### src/rtl/addsub_op_sequencer.sv
// rtl/addsub_op_sequencer.sv - issues one command to the registered add/sub datapath and returns its Z/Overflow
// Define ADDSUB_SEQ_SAT_EN to saturate out_z whenever the captured overflow is set.
module addsub_op_sequencer #(
  parameter int N   = 16,
  parameter int LAT = 2
) (
  input  logic         Clock,
  input  logic         Reset,
  input  logic         in_valid,
  output logic         in_ready,
  input  logic [1:0]   in_op,
  input  logic [N-1:0] in_a,
  input  logic [N-1:0] in_b,
  output logic [N-1:0] as_a,
  output logic [N-1:0] as_b,
  output logic         as_sel,
  output logic         as_addsub,
  input  logic [N-1:0] as_z,
  input  logic         as_ovf,
  output logic         out_valid,
  input  logic         out_ready,
  output logic [N-1:0] out_z,
  output logic         out_ovf,
  output logic         ovf_sticky,
  input  logic         clr_sticky,
  output logic [15:0]  op_count
);

  typedef enum logic [2:0] {
    S_IDLE,
    S_ISSUE,
    S_WAIT,
    S_CAPTURE,
    S_DONE
  } state_t;

  localparam int            CW       = 4;
  localparam logic [CW-1:0] CNT_INIT = CW'(LAT - 1);

  state_t        state_q, state_d;
  logic [CW-1:0] cnt_q, cnt_d;
  logic [1:0]    op_q, op_d;
  logic [N-1:0]  a_q, a_d;
  logic [N-1:0]  b_q, b_d;
  logic [N-1:0]  out_z_q, out_z_d;
  logic          out_ovf_q, out_ovf_d;
  logic          sticky_q, sticky_d;
  logic [15:0]   count_q, count_d;
  logic [N-1:0]  cap_z;
  logic          capture;

`ifdef ADDSUB_SEQ_SAT_EN
  localparam logic [N-1:0] MAX_POS = {1'b0, {(N-1){1'b1}}};
  localparam logic [N-1:0] MIN_NEG = {1'b1, {(N-1){1'b0}}};

  // A set MSB on overflow means the true result was positive and wrapped negative.
  always_comb begin
    cap_z = as_z;
    if (as_ovf) begin
      cap_z = as_z[N-1] ? MAX_POS : MIN_NEG;
    end
  end
`else
  always_comb begin
    cap_z = as_z;
  end
`endif

  always_ff @(posedge Clock or posedge Reset) begin
    if (Reset) begin
      state_q   <= S_IDLE;
      cnt_q     <= '0;
      op_q      <= '0;
      a_q       <= '0;
      b_q       <= '0;
      out_z_q   <= '0;
      out_ovf_q <= 1'b0;
      sticky_q  <= 1'b0;
      count_q   <= '0;
    end else begin
      state_q   <= state_d;
      cnt_q     <= cnt_d;
      op_q      <= op_d;
      a_q       <= a_d;
      b_q       <= b_d;
      out_z_q   <= out_z_d;
      out_ovf_q <= out_ovf_d;
      sticky_q  <= sticky_d;
      count_q   <= count_d;
    end
  end

  always_comb begin
    state_d = state_q;
    cnt_d   = cnt_q;
    case (state_q)
      S_IDLE: begin
        if (in_valid) begin
          state_d = S_ISSUE;
        end
      end
      S_ISSUE: begin
        state_d = S_WAIT;
        cnt_d   = CNT_INIT;
      end
      S_WAIT: begin
        if (cnt_q <= CW'(1)) begin
          state_d = S_CAPTURE;
        end else begin
          cnt_d = cnt_q - CW'(1);
        end
      end
      S_CAPTURE: begin
        state_d = S_DONE;
      end
      S_DONE: begin
        if (out_ready) begin
          state_d = S_IDLE;
        end
      end
      default: begin
        state_d = S_IDLE;
      end
    endcase
  end

  assign capture = (state_q == S_CAPTURE);

  // Command/result registers; a coincident clr_sticky beats the capture increment.
  always_comb begin
    op_d      = op_q;
    a_d       = a_q;
    b_d       = b_q;
    out_z_d   = out_z_q;
    out_ovf_d = out_ovf_q;
    sticky_d  = clr_sticky ? 1'b0 : sticky_q;
    count_d   = count_q;
    if (state_q == S_IDLE && in_valid) begin
      op_d = in_op;
      a_d  = in_a;
      b_d  = in_b;
    end
    if (capture) begin
      out_z_d   = cap_z;
      out_ovf_d = as_ovf;
      sticky_d  = sticky_d | as_ovf;
      count_d   = count_q + 16'd1;
    end
    if (clr_sticky) begin
      count_d = '0;
    end
  end

  // Outside ISSUE the datapath sees Z+0, which preserves the accumulator and clears Overflow.
  always_comb begin
    as_sel    = 1'b1;
    as_addsub = 1'b0;
    as_a      = '0;
    as_b      = '0;
    in_ready  = (state_q == S_IDLE);
    out_valid = (state_q == S_DONE);
    if (state_q == S_ISSUE) begin
      as_sel    = op_q[1];
      as_addsub = op_q[0];
      as_a      = op_q[1] ? '0 : a_q;
      as_b      = b_q;
    end
  end

  assign out_z      = out_z_q;
  assign out_ovf    = out_ovf_q;
  assign ovf_sticky = sticky_q;
  assign op_count   = count_q;

endmodule

### config.mk
export PLATFORM = sky130hd
export DESIGN_NAME = addsub_op_sequencer
export DESIGN_NICKNAME = d
export VERILOG_FILES = /design/src/rtl/addsub_op_sequencer.sv
export SDC_FILE = /design/constraint.sdc
export NUM_CORES = 1
export LEC_CHECK = 0
export CAP_MARGIN = 20
export CORE_MARGIN = 4
export CORE_UTILIZATION = 44
export CTS_CLUSTER_DIAMETER = 60
export CTS_CLUSTER_SIZE = 10
export DETAILED_ROUTE_END_ITERATION = 10
export MAX_ROUTING_LAYER = met4
export PLACE_DENSITY = 0.8
export SETUP_SLACK_MARGIN = 0.1
export SLEW_MARGIN = 20
export SYNTH_ARGS = -nofsm -noshare
export SYNTH_HDL_FRONTEND = slang
export SYNTH_SLANG_ARGS = --single-unit
export TNS_END_PERCENT = 30
### constraint.sdc
create_clock -name Clock -period 2.5 [get_ports Clock]
set_input_delay 0.375 -clock Clock [delete_from_list [all_inputs] [get_ports Clock]]
set_output_delay 0.375 -clock Clock [all_outputs]
set_load 0.02 [all_outputs]
==> results.yml, run 1 <==
floorplan:
  die-area_um2: 9100
  io_pins: 126
  start_util_pct: 45.8
  die-width_um: 95.4
  die_h_um: 95.4
  core_um2: 7330
  fp-row-count: 31
route:
  drtIter0Drc: 121
  drc: 0
  antenna_left: 0
  drt_pass1_iterations: 4
  wl_per_cell_um: 14.6
  viasPerCell: 4.83
  wl_mm: 7.92
  vias: 2630
sta:
  rsz0062_at_grt: "yes"
  post-route-min-period_ns: 2.30
  max_freq_mhz: 434
  holdWs_ns: 0.451
  tightest_slew_ns: 0.452
  setup_slack_ns: 0.195
  hold_viol_final: 0
  slew_headroom_pct: 69.9
  skew_ns: 0.00734
  slew_viol_final: 0
  fin_crit_sh_pct: 92.2
  fin_setup_tns_ns: 0
  setup-violations-final: 0
synth:
  synth_nets: 370
  synth_top_family_by_area: "simple AND/OR/NAND/NOR gates"
  muxShareOfSynthArea_pct: 12.0
  synthCells: 311
  syn_area_um2: 3360
  synthAdderAreaFrac_pct: 1.12
  synth_compound_area_share_pct: 2.20
  async_reset_ff_share_pct: 100
  synth_top_area_share_pct: 55.8
  netlist_top_cells_area: "dfrtp_1 56%, mux2_2 12%, nand2_1 6.4%, and2_1 6.3%, xnor2_1 2.6%"
  synth-xor-area-share_pct: 3.65
  yosys.area.top_type: "dfrtp_1"
  ys_ff_latch: 75
  ys_dominant_reg_cell: "dfrtp_1"
  yosysUniqueCellTypes: 33
  synth-simple-area-share_pct: 22.0
  synth_edf_count: 0
  seq_area_frac_synth_pct: 55.8
  syn_area_per_cell_um2: 10.8
  yosysWarnings: 0
power_and_ir_drop:
  vdd_ir_drop_max_mv: 0.520
  power_density_nw_per_um2: 1060
  power_mw: 5.30
  power_leakage_nw: 2.52
placement:
  placed_area_um2: 4760
  placedCellCount: 529
  place_hpwl_mm: 5.63
  port_buffers: 125
  finalWeightedCongestion: 0.806
  pre_cts_slack_ns: 0.420
min_path:
  min_path_type: "input port to asynchronous set/reset pin"
cells_and_area:
  finish.utilization_pct: 68.4
  final_area_um2: 5010
  stdcell_count: 544
  drive_above_1_share_pct: 14.8
  multiInputGateArea_um2: 1380
  fillers: 556
  regArea_um2: 1880
  syn2layout_area_growth_pct: 49.1
  nNetsFinal: 500
  diodes: 0
worst_setup_path:
  crit_path_max_fanout: 21
  r2r-start: "state_q[1]"
  reg2reg_to: "b_q[15]"
  path_class: "flip-flop to output port"
  r2r_setup_slack_ns: 0.60
  reg2reg_depth: 5
  cp.required_ns: 2.12
  cp-start-kind: "flip-flop"
  cp.arrival_ns: 1.93
  timing.critical_path.to_type: "output port"
cts:
  cts-htree-levels: 3
  cts_buffers: 9
  clk_path_buf_depth: 2
  cts_tree: "built"
  clock-sinks: 75
  cts-root-buf: "clkbuf_8"
  clk_latency_ns: 0.33
  clk_pin_slew_ns: 0.08
outcome:
  status: "finished clean"
global_routing:
  grt_use_met3_pct: 5.68
  grt.total_usage_pct: 17.9
  antenna_found_initial: 0
  busiest_layer: "met2"
  grt_pass1_vias: 2661
  grt-ovfl-total: 0
  use_met2_pct: 27.9
  grt_max_degree: 76
  gr-usage-met1_pct: 21.6
  grt_pass1_wl_mm: 12.3
run:
  cap_violations: 0
==> kinds of logic (layout without fill, tap and decap cells) <==
| logic type | Yosys count | after routing |
|---|---|---|
| AND/OR/NAND/NOR | 145 | 145 |
| AO/OA/AOI/OAI | 13 | 13 |
| flip-flops | 75 | 75 |
| XOR/XNOR | 14 | 14 |
| buffers and inverters | 25 | 159 |
| adder cells (fa/ha/maj) | 3 | 3 |
| multiplexers | 36 | 36 |
==> state kept, by name, summed over array words and instances, names as in the netlist <==
register and count:
a_q 16, b_q 16, cnt_q 4, op_count 16, op_q 2, out_ovf 1
out_z 16, ovf_sticky 1, state_q 3
==> critical path, stage by stage, from the launching register on <==
cell and delay, ns:
dfrtp_1 0.40, nor3b_2 0.23, buf_6 0.21, and2_1 0.14
clkdlybuf4s50_1 0.61
==> how the worst max path moves through the flow <==
stage / from / to / slack [ns]
after detailed placement: state_q[1] / as_a[1] / 0.42
final: state_q[1] / as_b[13] / 0.20
after CTS: state_q[1] / as_a[11] / 0.05
after global placement: state_q[1] / as_a[0] / 0.47
after floorplan: Reset / a_q[0] / 0.22
after global routing: state_q[1] / as_sel / 0.09
==> power breakdown <==
group	internal (mW)	switching [mW]
registers	1.70	0.236
clock network	0.555	0.426
logic	1.20	1.18
==> final cells by class <==
class | instances | share of cell area (%)
tap | 99 | 2.47
sequential | 75 | 37.5
clock inverter | 5 | 1.57
inverter | 9 | 0.674
multi-input combinational | 211 | 27.6
clock buffer | 10 | 2.55
timing repair buffer | 135 | 27.7
==> repair_timing <==
item	4_1_cts	5_1_grt
hold buffers	0	0
setup endpoints to repair	16	29
buffers inserted	0	0
resized for setup	4	21
==> routing by layer <==
layer  vias up  routed length [µm]
met5         -                   0
met4         0                  31
met3         5                 684
met2        93                3840
met1      1249                3370
li1       1283                   -
==> synthesized netlist by cell type, types with 3 or more instances <==
library cell,number
nand4_1,5
ha_1,3
o21ai_0,5
nand2_1,57
dfrtp_1,75
xor2_1,4
clkbuf_1,6
nor4_1,4
buf_2,7
nand3_1,3
nor3_1,7
xnor2_1,10
nor2_1,22
inv_1,9
and2_1,34
mux2_2,35
a21oi_1,5
==> cell usage in the layout (no fill, tap or decap), types with 2 or more instances in the layout <==
cell type	count
inv_1	8
mux2_2	35
o21ai_0	5
clkbuf_8	9
bufinv_16	2
dfrtp_1	75
dlymetal6s2s_1	20
nand3_1	3
nor2_1	22
dlygate4sd2_1	4
xnor2_1	10
or3_1	2
xor2_1	4
nand2_1	57
and2_1	34
nor3_1	7
clkdlybuf4s50_1	101
nand4_1	5
clkinv_2	2
nor2b_1	2
nor4_1	4
ha_1	3
buf_4	8
a21oi_1	5
No activity file was read; power rests on OpenSTA's default activity.
==> run 2: changes to the inputs <==
--- a/config.mk
+++ b/config.mk
@@ -5,14 +5,15 @@
 export SDC_FILE = /design/constraint.sdc
 export NUM_CORES = 1
 export LEC_CHECK = 0
-export CAP_MARGIN = 20
+export CELL_PAD_IN_SITES_DETAIL_PLACEMENT = 1
+export CELL_PAD_IN_SITES_GLOBAL_PLACEMENT = 1
 export CORE_MARGIN = 4
-export CORE_UTILIZATION = 44
+export CORE_UTILIZATION = 33
 export CTS_CLUSTER_DIAMETER = 60
 export CTS_CLUSTER_SIZE = 10
 export DETAILED_ROUTE_END_ITERATION = 10
 export MAX_ROUTING_LAYER = met4
-export PLACE_DENSITY = 0.8
+export PLACE_DENSITY_LB_ADDON = 0.1
 export SETUP_SLACK_MARGIN = 0.1
 export SLEW_MARGIN = 20
 export SYNTH_ARGS = -nofsm -noshare
==> constraint.sdc (replaced) <==
create_clock -name Clock -period 2.6 [get_ports Clock]
set_input_delay 0.39 -clock Clock [delete_from_list [all_inputs] [get_ports Clock]]
set_output_delay 0.39 -clock Clock [all_outputs]
set_load 0.02 [all_outputs]
==> run 2 against run 1 <==
Compared with the run above: critical path depth rose by 1; register-to-register slack lost 0.14 ns; global-route usage down 1.7 points; first-iteration DRC count shrank 53%; combinational power down 4%; sequential cell count unchanged; highest routed layer unchanged; setup slack got worse by 0.025 ns; die area grew 30%; count of clock-buffer cells in the layout fell by 1; sequential power is 4% lower; largest power group unchanged; core utilization down 17 points; largest cell class unchanged; critical path type unchanged.
==> results.yml, run 2 (synthesis gave the netlist of run 1 again) <==
worst_setup_path:
  cp.arrival_ns: 2.04
  cp-start-kind: "flip-flop"
  r2r_setup_slack_ns: 0.46
  reg2reg_depth: 5
  path_class: "flip-flop to output port"
  timing.critical_path.to_type: "output port"
  cp.required_ns: 2.21
  crit_path_max_fanout: 17
cts:
  post_cts_buffers: 0
  clk_pin_slew_ns: 0.08
  cts_buffers: 9
  clk_path_buf_depth: 2
  clock-sinks: 75
  cts-root-buf: "clkbuf_8"
  clk_latency_ns: 0.34
  cts-htree-levels: 3
  cts_resized: 0
  ctsHoldBuffers: 0
  cts_tree: "built"
placement:
  finalWeightedCongestion: 0.771
  place_hpwl_mm: 6.41
  placedCellCount: 562
  port_buffers: 125
  placed_area_um2: 4790
sta:
  slew_headroom_pct: 66.8
  tightest_slew_ns: 0.496
  setup-violations-final: 0
  fin_setup_tns_ns: 0
  post-route-min-period_ns: 2.43
  max_freq_mhz: 412
  fin_crit_sh_pct: 93.5
  skew_ns: 0.00702
  slew_viol_final: 0
  rsz0062_at_grt: "yes"
  hold_viol_final: 0
cells_and_area:
  diodes: 0
  drive_above_1_share_pct: 15.1
  final_cell_mix: "120 x clkdlybuf4s50_1, 75 x dfrtp_1, 57 x nand2_1, 35 x mux2_2, 34 x and2_1"
  syn2layout_area_growth_pct: 49.4
  final_area_um2: 5020
  layout_commonest_cell: "clkdlybuf4s50_1"
  nNetsFinal: 499
  stdcell_count: 578
route:
  drtIter0Drc: 57
  antenna_left: 0
  drc: 0
  wl_mm: 8.78
  viasPerCell: 4.63
  vias: 2676
  drt_pass1_iterations: 4
  wl_per_cell_um: 15.2
global_routing:
  grt-ovfl-total: 0
  antenna_found_initial: 0
  grt_pass1_wl_mm: 14.6
  grt_max_degree: 51
  grt_pass1_vias: 2843
  grt.total_usage_pct: 16.2
floorplan:
  die-width_um: 109
  start_util_pct: 34.1
  die-area_um2: 11900
  fp-row-count: 36
  die_h_um: 109
  io_pins: 126
  core_um2: 9860
outcome:
  status: "finished clean"
power_and_ir_drop:
  power_leakage_nw: 2.23
  vdd_ir_drop_max_mv: 0.444
  power_density_nw_per_um2: 1020
run:
  cap_violations: 0
min_path:
  min_path_type: "input port to asynchronous set/reset pin"
run 2: cell count changes in the layout (fill, tap and decap cells not counted):
| cell | before | now |
|---|---|---|
| clkbuf_1 | 1 | 0 |
| dlygate4sd2_1 | 4 | 0 |
| dlymetal6s2s_1 | 20 | 5 |
| clkinv_2 | 2 | 3 |
| buf_6 | 1 | 0 |
| clkinv_4 | 1 | 0 |
| clkinvlp_4 | 0 | 3 |
| inv_2 | 1 | 0 |
| clkdlybuf4s50_1 | 101 | 120 |
run 2: layer usage:
metal | global-route usage (%) | up-vias | part of all wire [%]
met5 | - | - | 0
met4 | 6.04 | 0 | 1.7
met3 | 3.43 | 12 | 5.3
met2 | 26.4 | 72 | 51
met1 | 19.8 | 1318 | 42
li1 | - | 1274 | -
run 2: power by group:
group          internal [mW]  total, mW  switching (mW)
sequential              1.63       1.86           0.228
clock                  0.537      0.976           0.439
combinational           1.17       2.30            1.13
run 2: final timing paths:
check                            from           end
max                        state_q[1]       as_a[5]
min                             Reset        a_q[7]
max reg2reg                state_q[2]  op_count[13]
min reg2reg                  out_z[9]      out_z[9]
max in group asynchronous       Reset     out_z[14]
min in group Clock           out_z[9]      out_z[9]
run 2: stage by stage:
stage / util [%] / setup slack, ns / hold WS, ns / power [mW]
2_1_floorplan: - / 0.300 / 0.472 / 3.23
3_3_place_gp: 48.6 / 0.517 / 0.457 / 4.16
3_5_place_dp: 48.6 / 0.449 / 0.461 / 4.23
4_1_cts: 50.8 / 0.117 / 0.377 / 5.25
5_1_grt: 50.9 / 0.0581 / 0.410 / 5.53
6_report: 50.9 / 0.170 / 0.382 / 5.14
run 2: worst max-delay path, cell delays in order, from the launching register on:
cell and delay, ns:
dfrtp_1 0.40, nor3b_2 0.21, nor2b_1 0.15, buf_4 0.19
and2_1 0.15, clkdlybuf4s50_1 0.61
run 2: cell type report:
class                   instances  area, µm²
repair buffers                134       1340
clock buffers                   9        124
clock inverters                 7       92.6
flip-flops and latches         75       1880
well taps                     133        166
multi-input cells             211       1380
inverters                       9       35.0
fillers                      1070       4840
==> run 3: changes to the inputs <==
--- a/config.mk
+++ b/config.mk
@@ -19,4 +19,3 @@
 export SYNTH_ARGS = -nofsm -noshare
 export SYNTH_HDL_FRONTEND = slang
 export SYNTH_SLANG_ARGS = --single-unit
-export TNS_END_PERCENT = 30
==> run 3 against run 2 <==
Compared with the run above: worst hold slack is essentially flat; largest power group unchanged; non-clock buffer count is the same; setup slack gained 0.094 ns; sequential cell count is the same; first-iteration DRC count grew 5.3%; core utilization grew 0.32 points; clock skew is essentially flat; cell count is the same; fmax grew 4.0%; sequential share of layout area shrank 0.23 points.
==> results.yml, run 3 (synthesis gave the netlist of run 1 again) <==
cells_and_area:
  final_cell_mix: "109 x clkdlybuf4s50_1, 75 x dfrtp_1, 57 x nand2_1, 35 x mux2_2, 34 x and2_1"
  finish.utilization_pct: 51.2
  syn2layout_area_growth_pct: 50.3
  drive_above_1_share_pct: 15.1
  layout_commonest_cell: "clkdlybuf4s50_1"
  nNetsFinal: 499
  diodes: 0
worst_setup_path:
  cp-start-kind: "flip-flop"
  crit_family: "buffers and inverters"
  cp.arrival_ns: 1.95
  path_cells: "nor3b_2, buf_6, and2_1, clkdlybuf4s50_1"
  timing.critical_path.to_type: "output port"
  slowest_stage: "clkdlybuf4s50_1"
  cp.required_ns: 2.21
  crit_path_max_fanout: 21
  cpPeakStageDelay_ns: 0.62
  cp_num_buf_inv: 2
  path_class: "flip-flop to output port"
floorplan:
  start_util_pct: 34.1
  die-width_um: 109
  core_um2: 9860
  io_pins: 126
  die_h_um: 109
  fp-row-count: 36
  die-area_um2: 11900
placement:
  finalWeightedCongestion: 0.771
  place_hpwl_mm: 6.41
  port_buffers: 125
cts:
  clock-sinks: 75
  clk_latency_ns: 0.34
  cts-root-buf: "clkbuf_8"
  cts_buffers: 9
  cts_tree: "built"
  clk_pin_slew_ns: 0.08
  clk_path_buf_depth: 2
  cts-htree-levels: 3
route:
  wl_per_cell_um: 15.2
  drt_pass1_iterations: 4
  vias: 2679
  viasPerCell: 4.63
  drc: 0
  antenna_left: 0
  drtIter0Drc: 60
  wl_mm: 8.81
global_routing:
  grt_pass1_wl_mm: 14.6
  grt-ovfl-total: 0
  antenna_found_initial: 0
  grt_pass1_vias: 2843
  grt.total_usage_pct: 16.2
  grt_max_degree: 51
sta:
  fin_setup_tns_ns: 0
  skew_ns: 0.00702
  tightest_slew_ns: 0.496
  post-route-min-period_ns: 2.34
  hold_viol_final: 0
  setup-violations-final: 0
  slew_viol_final: 0
  holdWs_ns: 0.382
  max_freq_mhz: 428
  fin_crit_sh_pct: 89.8
  slew_headroom_pct: 66.8
  rsz0062_at_grt: "no"
power_and_ir_drop:
  power_density_nw_per_um2: 1020
  power_mw: 5.13
  vdd_ir_drop_max_mv: 0.444
  power_leakage_nw: 2.43
min_path:
  min_path_type: "input port to asynchronous set/reset pin"
run:
  cap_violations: 0
outcome:
  status: "finished clean"
run 3: layout make-up:
type / count / area [µm²]
clock inverter: 7 / 92.6
clock buffer: 9 / 124
fill: 1065 / 4810
timing repair buffer: 134 / 1380
sequential: 75 / 1880
inverter: 9 / 35.0
multi-input combinational: 211 / 1380
tap: 133 / 166
run 3: final timing paths:
kind | startpoint | cells past startpoint | end | slack [ns]
worst min register to register | out_z[9] | 2 | out_z[9] | 0.48
worst max-delay path | state_q[1] | 4 | as_b[8] | 0.26
min in group Clock | out_z[9] | 2 | out_z[9] | 0.48
max in group asynchronous | Reset | 3 | out_z[14] | 1.57
worst min-delay path | Reset | 2 | a_q[7] | 0.38
worst max register to register | state_q[2] | 5 | op_count[13] | 0.46
run 3: metrics by stage:
| step | cells | setup WS [ns] | instance area, µm² |
|---|---|---|---|
| 6_report | 578 | 0.265 | 5050 |
| 5_1_grt | 578 | 0.140 | 5050 |
| 4_1_cts | 578 | 0.117 | 5010 |
| 3_5_place_dp | 562 | 0.449 | 4790 |
| 3_3_place_gp | 562 | 0.517 | 4790 |
| 2_1_floorplan | 311 | 0.300 | 3360 |
run 3: worst register-to-register path, delay by kind of cell (launching register included):
kind,cells,cell delay [ns]
AOI/OAI and AO/OA,1,0.17
buffers and inverters,1,0.16
DFF,1,0.39
and+or+nand+nor,3,1.35
run 3: routing by layer:
layer | vias to the layer above | track usage (%) | routed length (µm)
li1 | 1274 | - | -
met1 | 1321 | 19.8 | 3700
met2 | 72 | 26.4 | 4470
met3 | 12 | 3.43 | 489
met4 | 0 | 6.04 | 146
met5 | - | - | 0
run 3: power breakdown:
| group | internal, mW | switching [mW] |
|---|---|---|
| combinational | 1.16 | 1.13 |
| clock | 0.537 | 0.439 |
| sequential | 1.63 | 0.229 |
run 3: repair_timing:
action,4_1_cts,5_1_grt
hold buffers,0,0
gates resized for setup,0,17
setup endpoints to repair,0,17
setup buffers,0,0
==> RTL change: new RTL, config.mk and constraints of run 1 <==
Reset style: synchronous (`Reset`), changed in one clocked block.
--- a/src/rtl/addsub_op_sequencer.sv
+++ b/src/rtl/addsub_op_sequencer.sv
@@ -68,3 +68,3 @@
 
-  always_ff @(posedge Clock or posedge Reset) begin
+  always_ff @(posedge Clock) begin
     if (Reset) begin
Formal check against the unedited RTL: differs if Reset is asserted again (counterexample within 4 cycles, from zero or initial values and one cycle with Reset high); with Reset held inactive, the same outputs for 10 cycles.
==> RTL change against run 1 <==
  * Area after synthesis decreased by 7.2%
  * Critical path depth did not move
  * Sequential cell count is the same
  * Setup slack lost 0.080 ns
  * Cell area is 7.4% lower
  * Wire length increased by 9.4%
  * Register-to-register slack gained 0.10 ns
  * Critical path type unchanged
  * Highest routed layer unchanged
Power is not compared: it rests on default switching activity, and its combinational part moved more than twofold at a synthesized area within 25%.
==> RTL change: results <==
set metrics [dict create \
    synth-async-reset-ratio_pct 0 \
    first_iter_violations 123 \
    multi_input_gates 289 \
    n_fill_cell 613 \
    grtUsageTotal_pct 21.53 \
    multi_input_area_share_pct 32.21 \
    gp_congestion 0.8862 \
    grt_use_met2_pct 33.94 \
    inv_count 6 \
    nClkBuffers 13 \
    final_area_sq_um 4638 \
    clock_cell_area_share_pct 4.181 \
    grt_max_degree 47 \
    drt_pass1_iterations 5 \
    final_nets 573 \
    critical_path_peak_fanout 16 \
    regArea_sq_um 1501 \
    drt-wirelength-per-cell_um 14.11 \
    wl_met3_um 606 \
    syn-num-nets 454 \
    ys_top_cells_by_count "nand2_1, dfxtp_1, a21oi_1" \
    synth.top_cells.by_area "dfxtp_1, nand2_1, a21oi_1" \
    skew_ns 0.007994 \
    num-nonclk-buffers 133 \
    yosys.area_share.adder_pct 1.204 \
    status "completed" \
]
## RTL change: cell types whose count changed in the layout (fill, tap and decap cells not counted), sizes merged, moves of 19 or more
cell	run 1	this run
dfrtp	75	0
mux2	35	0
dlymetal6s2s	20	1
clkdlybuf4s50	101	121
a21oi	5	63
nand2	57	114
dfxtp	0	75
## RTL change: how the worst min path moves through the flow
| stage | start | end | slack, ns | depth (start not counted) |
|---|---|---|---|---|
| floorplan | a_q[0] | a_q[0] | 0.43 | 2 |
| global placement | b_q[1] | b_q[1] | 0.44 | 2 |
| detailed placement | b_q[1] | b_q[1] | 0.44 | 2 |
| CTS | Reset | out_z[7] | 0.39 | 2 |
| global route | Reset | out_z[6] | 0.41 | 2 |
| finish | Reset | out_z[6] | 0.39 | 2 |
## RTL change: timing repair
item	4_1_cts	5_1_grt
resized for setup	4	1
setup endpoints to repair	17	31
setup buffers	1	0
pin swaps	0	0
